File: src/rtl/conv_3x3_filter.sv
// 3x3 neighbourhood filter on RGB565 column beats: identity, gaussian or sharpen.
// Border pixels pass through; the last pixel of each line is flushed on the next free slot.
module conv_3x3_filter #(
  parameter int WIDTH  = 320,
  parameter int HEIGHT = 240
) (
  input  logic             clk_in,
  input  logic             rst_in,
  input  logic [2:0][15:0] line_buffer_in,
  input  logic [10:0]      hcount_in,
  input  logic [9:0]       vcount_in,
  input  logic             data_valid_in,
  input  logic [1:0]       kernel_select_in,
  output logic [15:0]      pixel_out,
  output logic [10:0]      hcount_out,
  output logic [9:0]       vcount_out,
  output logic             data_valid_out
);
  typedef enum logic [1:0] {K_PASS, K_GAUSS, K_SHARP} kind_e;

  localparam logic [10:0] X_LAST = 11'(WIDTH - 1);
  localparam logic [9:0]  Y_LAST = 10'(HEIGHT - 1);

  logic [2:0][15:0] win_l_q, win_l_d, win_c_q, win_c_d, win_r_q, win_r_d;
  logic             fill_q, fill_d;
  logic [1:0]       kernel_q, kernel_d;
  logic             pend_q, pend_d;
  logic [15:0]      pend_pix_q, pend_pix_d;
  logic [9:0]       pend_y_q, pend_y_d;

  logic             s0_valid_q, s0_valid_d, s0_bypass_q, s0_bypass_d;
  logic [10:0]      s0_x_q, s0_x_d;
  logic [9:0]       s0_y_q, s0_y_d;
  logic [15:0]      s0_pix_q, s0_pix_d;

  logic             s1_valid_q, s1_valid_d;
  kind_e            s1_kind_q, s1_kind_d;
  logic [10:0]      s1_x_q, s1_x_d;
  logic [9:0]       s1_y_q, s1_y_d;
  logic [15:0]      s1_pix_q, s1_pix_d;
  logic [2:0][10:0] s1_sum_q, s1_sum_d;

  logic [15:0]      pixel_q, pixel_d;
  logic [10:0]      hcount_q, hcount_d;
  logic [9:0]       vcount_q, vcount_d;
  logic             valid_q, valid_d;

  logic             accept, win_emit, flush, border;
  logic [5:0]       nw, n, ne, w, c, e, sw, s, se;
  logic [10:0]      gsum, ssum;

  // Channel k of an RGB565 word: 0 blue, 1 green, 2 red (zero-extended to 6 bits).
  function automatic logic [5:0] chan(input logic [15:0] p, input int unsigned k);
    case (k)
      0:       return {1'b0, p[4:0]};
      1:       return p[10:5];
      default: return {1'b0, p[15:11]};
    endcase
  endfunction

  function automatic logic [5:0] clamp(input logic [10:0] v, input logic [5:0] hi);
    if (v[10])                return '0;
    else if (v > {5'b0, hi})  return hi;
    else                      return v[5:0];
  endfunction

  always_comb begin
    win_l_d    = win_l_q;
    win_c_d    = win_c_q;
    win_r_d    = win_r_q;
    fill_d     = fill_q;
    kernel_d   = kernel_q;
    pend_d     = pend_q;
    pend_pix_d = pend_pix_q;
    pend_y_d   = pend_y_q;

    accept   = data_valid_in && (hcount_in <= X_LAST) && (vcount_in <= Y_LAST);
    // The first beat after reset only primes the window; it has no valid centre column.
    win_emit = accept && (hcount_in != '0) && fill_q;
    flush    = pend_q && !win_emit;

    if (accept) begin
      win_l_d = win_c_q;
      win_c_d = win_r_q;
      win_r_d = line_buffer_in;
      fill_d  = 1'b1;
      if (hcount_in == '0 && vcount_in == '0) kernel_d = kernel_select_in;
    end

    s0_valid_d  = win_emit || flush;
    s0_bypass_d = !win_emit;
    s0_x_d      = win_emit ? hcount_in - 11'd1 : X_LAST;
    s0_y_d      = win_emit ? vcount_in : pend_y_q;
    s0_pix_d    = pend_pix_q;

    if (flush) pend_d = 1'b0;
    if (accept && hcount_in == X_LAST) begin
      pend_d     = 1'b1;
      pend_pix_d = line_buffer_in[1];
      pend_y_d   = vcount_in;
    end
  end

  always_comb begin
    s1_valid_d = s0_valid_q;
    s1_x_d     = s0_x_q;
    s1_y_d     = s0_y_q;
    s1_pix_d   = s0_bypass_q ? s0_pix_q : win_c_q[1];
    border     = (s0_x_q == '0) || (s0_x_q == X_LAST) || (s0_y_q == '0) || (s0_y_q == Y_LAST);
    s1_kind_d  = K_PASS;
    if (!s0_bypass_q && !border) begin
      case (kernel_q)
        2'd1:    s1_kind_d = K_GAUSS;
        2'd2:    s1_kind_d = K_SHARP;
        default: s1_kind_d = K_PASS;
      endcase
    end
    s1_sum_d = '0;
    nw = '0; n = '0; ne = '0; w = '0; c = '0; e = '0; sw = '0; s = '0; se = '0;
    gsum = '0; ssum = '0;
    for (int unsigned k = 0; k < 3; k++) begin
      nw = chan(win_l_q[2], k); n = chan(win_c_q[2], k); ne = chan(win_r_q[2], k);
      w  = chan(win_l_q[1], k); c = chan(win_c_q[1], k); e  = chan(win_r_q[1], k);
      sw = chan(win_l_q[0], k); s = chan(win_c_q[0], k); se = chan(win_r_q[0], k);
      gsum = 11'(nw) + 11'(ne) + 11'(sw) + 11'(se)
           + ((11'(n) + 11'(w) + 11'(e) + 11'(s)) << 1) + (11'(c) << 2);
      // Two's-complement wrap in 11 bits yields the signed sharpen result.
      ssum = (11'(c) << 2) + 11'(c) - 11'(n) - 11'(s) - 11'(e) - 11'(w);
      s1_sum_d[k] = (s1_kind_d == K_SHARP) ? ssum : gsum;
    end
  end

  always_comb begin
    valid_d  = s1_valid_q;
    hcount_d = hcount_q;
    vcount_d = vcount_q;
    pixel_d  = pixel_q;
    if (s1_valid_q) begin
      hcount_d = s1_x_q;
      vcount_d = s1_y_q;
      case (s1_kind_q)
        K_GAUSS: pixel_d = {s1_sum_q[2][8:4], s1_sum_q[1][9:4], s1_sum_q[0][8:4]};
        K_SHARP: pixel_d = {5'(clamp(s1_sum_q[2], 6'd31)), clamp(s1_sum_q[1], 6'd63),
                            5'(clamp(s1_sum_q[0], 6'd31))};
        default: pixel_d = s1_pix_q;
      endcase
    end
  end

  always_ff @(posedge clk_in or negedge rst_in) begin
    if (!rst_in) begin
      win_l_q <= '0; win_c_q <= '0; win_r_q <= '0;
      fill_q <= 1'b0; kernel_q <= '0;
      pend_q <= 1'b0; pend_pix_q <= '0; pend_y_q <= '0;
      s0_valid_q <= 1'b0; s0_bypass_q <= 1'b0; s0_x_q <= '0; s0_y_q <= '0; s0_pix_q <= '0;
      s1_valid_q <= 1'b0; s1_kind_q <= K_PASS; s1_x_q <= '0; s1_y_q <= '0;
      s1_pix_q <= '0; s1_sum_q <= '0;
      pixel_q <= '0; hcount_q <= '0; vcount_q <= '0; valid_q <= 1'b0;
    end else begin
      win_l_q <= win_l_d; win_c_q <= win_c_d; win_r_q <= win_r_d;
      fill_q <= fill_d; kernel_q <= kernel_d;
      pend_q <= pend_d; pend_pix_q <= pend_pix_d; pend_y_q <= pend_y_d;
      s0_valid_q <= s0_valid_d; s0_bypass_q <= s0_bypass_d;
      s0_x_q <= s0_x_d; s0_y_q <= s0_y_d; s0_pix_q <= s0_pix_d;
      s1_valid_q <= s1_valid_d; s1_kind_q <= s1_kind_d; s1_x_q <= s1_x_d; s1_y_q <= s1_y_d;
      s1_pix_q <= s1_pix_d; s1_sum_q <= s1_sum_d;
      pixel_q <= pixel_d; hcount_q <= hcount_d; vcount_q <= vcount_d; valid_q <= valid_d;
    end
  end

  assign pixel_out      = pixel_q;
  assign hcount_out     = hcount_q;
  assign vcount_out     = vcount_q;
  assign data_valid_out = valid_q;
endmodule
File: config.mk
export PLATFORM = sky130hd
export DESIGN_NAME = conv_3x3_filter
export DESIGN_NICKNAME = d
export VERILOG_FILES = /design/src/rtl/conv_3x3_filter.sv
export SDC_FILE = /design/constraint.sdc
export NUM_CORES = 1
export LEC_CHECK = 0
export ABC_AREA = 1
export CAP_MARGIN = 10
export CELL_PAD_IN_SITES_DETAIL_PLACEMENT = 0
export CELL_PAD_IN_SITES_GLOBAL_PLACEMENT = 2
export CORE_ASPECT_RATIO = 2
export CORE_MARGIN = 4
export CORE_UTILIZATION = 30
export DETAILED_ROUTE_END_ITERATION = 16
export PLACE_DENSITY = 0.68
export SLEW_MARGIN = 20
export SYNTH_ARGS = -nofsm -noshare
export SYNTH_HDL_FRONTEND = slang
export SYNTH_SLANG_ARGS = --single-unit
File: constraint.sdc
create_clock -name clk_in -period 6.9 [get_ports clk_in]
set_input_delay 1.38 -clock clk_in [delete_from_list [all_inputs] [get_ports clk_in]]
set_output_delay 1.38 -clock clk_in [all_outputs]
set_load 0.02 [all_outputs]
==> qor.yml <==
hp-class: "reg -> reg"
avgSynthCellArea_sq_um: 9.36
worstPathRequired_ns: 7.40
synthesis.nets: 2405
cts_tree: "yes"
postCtsSetupBuffers: 0
finClkSkew_ns: 0.0118
grt.overflow.total: 0
crit_slowest_cell: "fa_1"
io_pins: 112
period_minus_slack_ns: 5.17
grt_pass1_wl_um: 84200
postSynthCellCount: 2065
hold_violations: 0
holdWs_ns: 0.353
use_met1_pct: 16.4
relSlewSlack_pct: 33.9
htree_levels: 2
io_buffers: 111
areaGrowthSynthToFinish_pct: 15.5
worst_skew_pair.late_latency_ns: 0.56
yosys.area_share.simple_pct: 13.4
diodes: 0
wirelength_um: 53200
hpwl_um: 41200
cts_resized: 0
status: "finished clean"
synthMuxAreaShare_pct: 1.22
grt_max_degree: 165
synth_flop_cell: "dfrtp_1"
path_delay_family: "adder cells"
critical_path.max_fanout: 5
cp-end-kind: "flop"
slew_viol_final: 0
gr-usage-met3_pct: 2.57
grt_antenna_before_repair: 2
numCtsBuffers: 35
busiest_layer: "met2"
rows: 131
rsz0062_at_grt: "false"
die_w_um: 188
synth_seq_cells: 324
crit_buf_inv: 3
path_common_cell: "nand2_1"
cts.path.max_buffers: 3
root_buffer: "clkbuf_16"
synth_adder_area_share_pct: 22.3
layout.cells.non_filler: 2985
drt_first_pass_iters: 7
worst_slack_ns: 1.73
async_reset_ff_share_pct: 100
synth_area_sq_mm: 0.0193
initial_core_util_pct: 30.3
criticalPathCategory: "reg -> reg"
grt_use_met2_pct: 31.3
vias: 13392
post_drt_wl_per_cell_um: 17.8
fin_setup_tns_ns: 0
fin_crit_sh_pct: 74.9
dpl.cell_count: 2923
place_ws_ns: 1.72
synth_edf_count: 0
synth_compound_area_share_pct: 9.07
ant_nets: 0
cp_cell_sequence: "inv_1 > fa_1 > fa_1 > inv_1 > ha_1 > fa_1 > xnor2_1 > fa_1 > fa_1 > fa_1 > inv_1 > ha_1 > nand3b_1 > nand2_1 > nand2_1 > nand2_1 > nand2_1 > nand2_1 > xor2_1 > nand2_1 > nand2_1"
place_congestion: 0.833
arrival_ns: 5.67
tightest_slew_ns: 0.992
layout_commonest_cell: "nand2_1"
clock.fmax_mhz: 194
ys_seq_area_share_pct: 41.9
synth_xor_area_share_pct: 2.63
r2r_slack_ns: 1.73
layout_common_cells: "nand2_1, inv_1, dfrtp_1"
ys_types: 42
ctsHoldBuffers: 0
yosysWarnings: 0
drc: 0
clock_sinks: 324
setup_violations: 0
synth_top_family_by_area: "adder cells"
fp.dieH_um: 367
startpoint_type: "flop"
core_sq_mm: 0.0638
grt_usage_pct: 15.8
drive_gt1_share_pct: 5.67
grt_pass1_vias: 14800
critPathMaxStageDelay_ns: 0.55
dieArea_sq_mm: 0.0688
drtIter0Drc: 561
cts.clk_slew.worst_paths_ns: 0.06
finalNetCount: 2502
drv_cap: 0
vias_per_cell: 4.49
==> stage by stage <==
step | utilization, % | instance area, sq um
2_1_floorplan | - | 19300
3_3_place_gp | 33.2 | 21200
3_5_place_dp | 33.2 | 21200
4_1_cts | 35.0 | 22300
5_1_grt | 35.0 | 22300
6_report | 35.0 | 22300
==> kinds of logic (layout without fill, tap and decap cells) <==
| logic type | count (synthesis) | after routing |
|---|---|---|
| AOI/OAI and AO/OA | 318 | 318 |
| xor gates and xnor gates | 58 | 58 |
| adders and majority gates | 266 | 266 |
| buffers and inverters | 441 | 563 |
| DFF | 324 | 324 |
| muxes | 21 | 21 |
| other | 1 | 1 |
| and+or+nand+nor | 636 | 636 |
==> worst paths after layout <==
path / from / endpoint / cells past startpoint
min in group asynchronous: rst_in / win_c_q[22] / 1
max in group asynchronous: rst_in / win_r_q[36] / 2
hold / removal: s0_valid_q / s1_valid_q / 0
setup / recovery: win_c_q[1] / s1_sum_q[8] / 21
hold reg to reg: s0_valid_q / s1_valid_q / 0
setup reg to reg: win_c_q[1] / s1_sum_q[8] / 21
==> final cells by class <==
class / count / area [sq um]
well taps: 798 / 998
multi-input cells: 1300 / 9420
fillers: 6502 / 41400
inverters: 382 / 1440
clock inverters: 14 / 201
flip-flops and latches: 324 / 8110
clock buffers: 48 / 965
repair buffers: 119 / 1200
==> sequential cells by signal (all words and copies together), names as in the netlist, 11 cells and up <==
name        flops
s1_x_q         11
win_c_q        33
win_r_q        33
pend_pix_q     16
win_l_q        33
s1_pix_q       16
s0_pix_q       16
s1_sum_q       33
hcount_out     11
pixel_out      16
s0_x_q         11
==> routing by layer <==
layer  share of wire, %  wire, um  vias up
met5              0.051        27        -
met4                3.6      1900        4
met3                3.6      1900       83
met2                 56     30100      229
met1                 36     19400     6469
li1                   -         -     6607
==> Yosys cell counts, types with 3 or more instances <==
cell	count	area (sq um)
buf_2	20	100
clkbuf_1	14	52.6
inv_1	379	1420
a21oi_1	54	270
inv_2	3	11.3
nor2_1	87	327
o21ai_0	188	941
fa_1	132	2640
a21o_1	7	52.6
a31oi_1	23	144
buf_4	13	97.6
o21ai_2	26	228
xnor2_1	25	219
nor3_1	7	35.0
dfrtp_1	324	8110
buf_6	12	135
o21ai_1	13	65.1
nand3_1	42	210
nand2_1	466	1750
mux2_2	21	236
or2_2	4	25.0
ha_1	134	1680
nand4_1	11	68.8
nand3b_1	5	37.5
o211ai_1	3	22.5
xor2_1	33	289
Power is left out: the tool's default activity adds up to more than one toggle a clock period on the data nets, which glitch-free logic cannot reach.
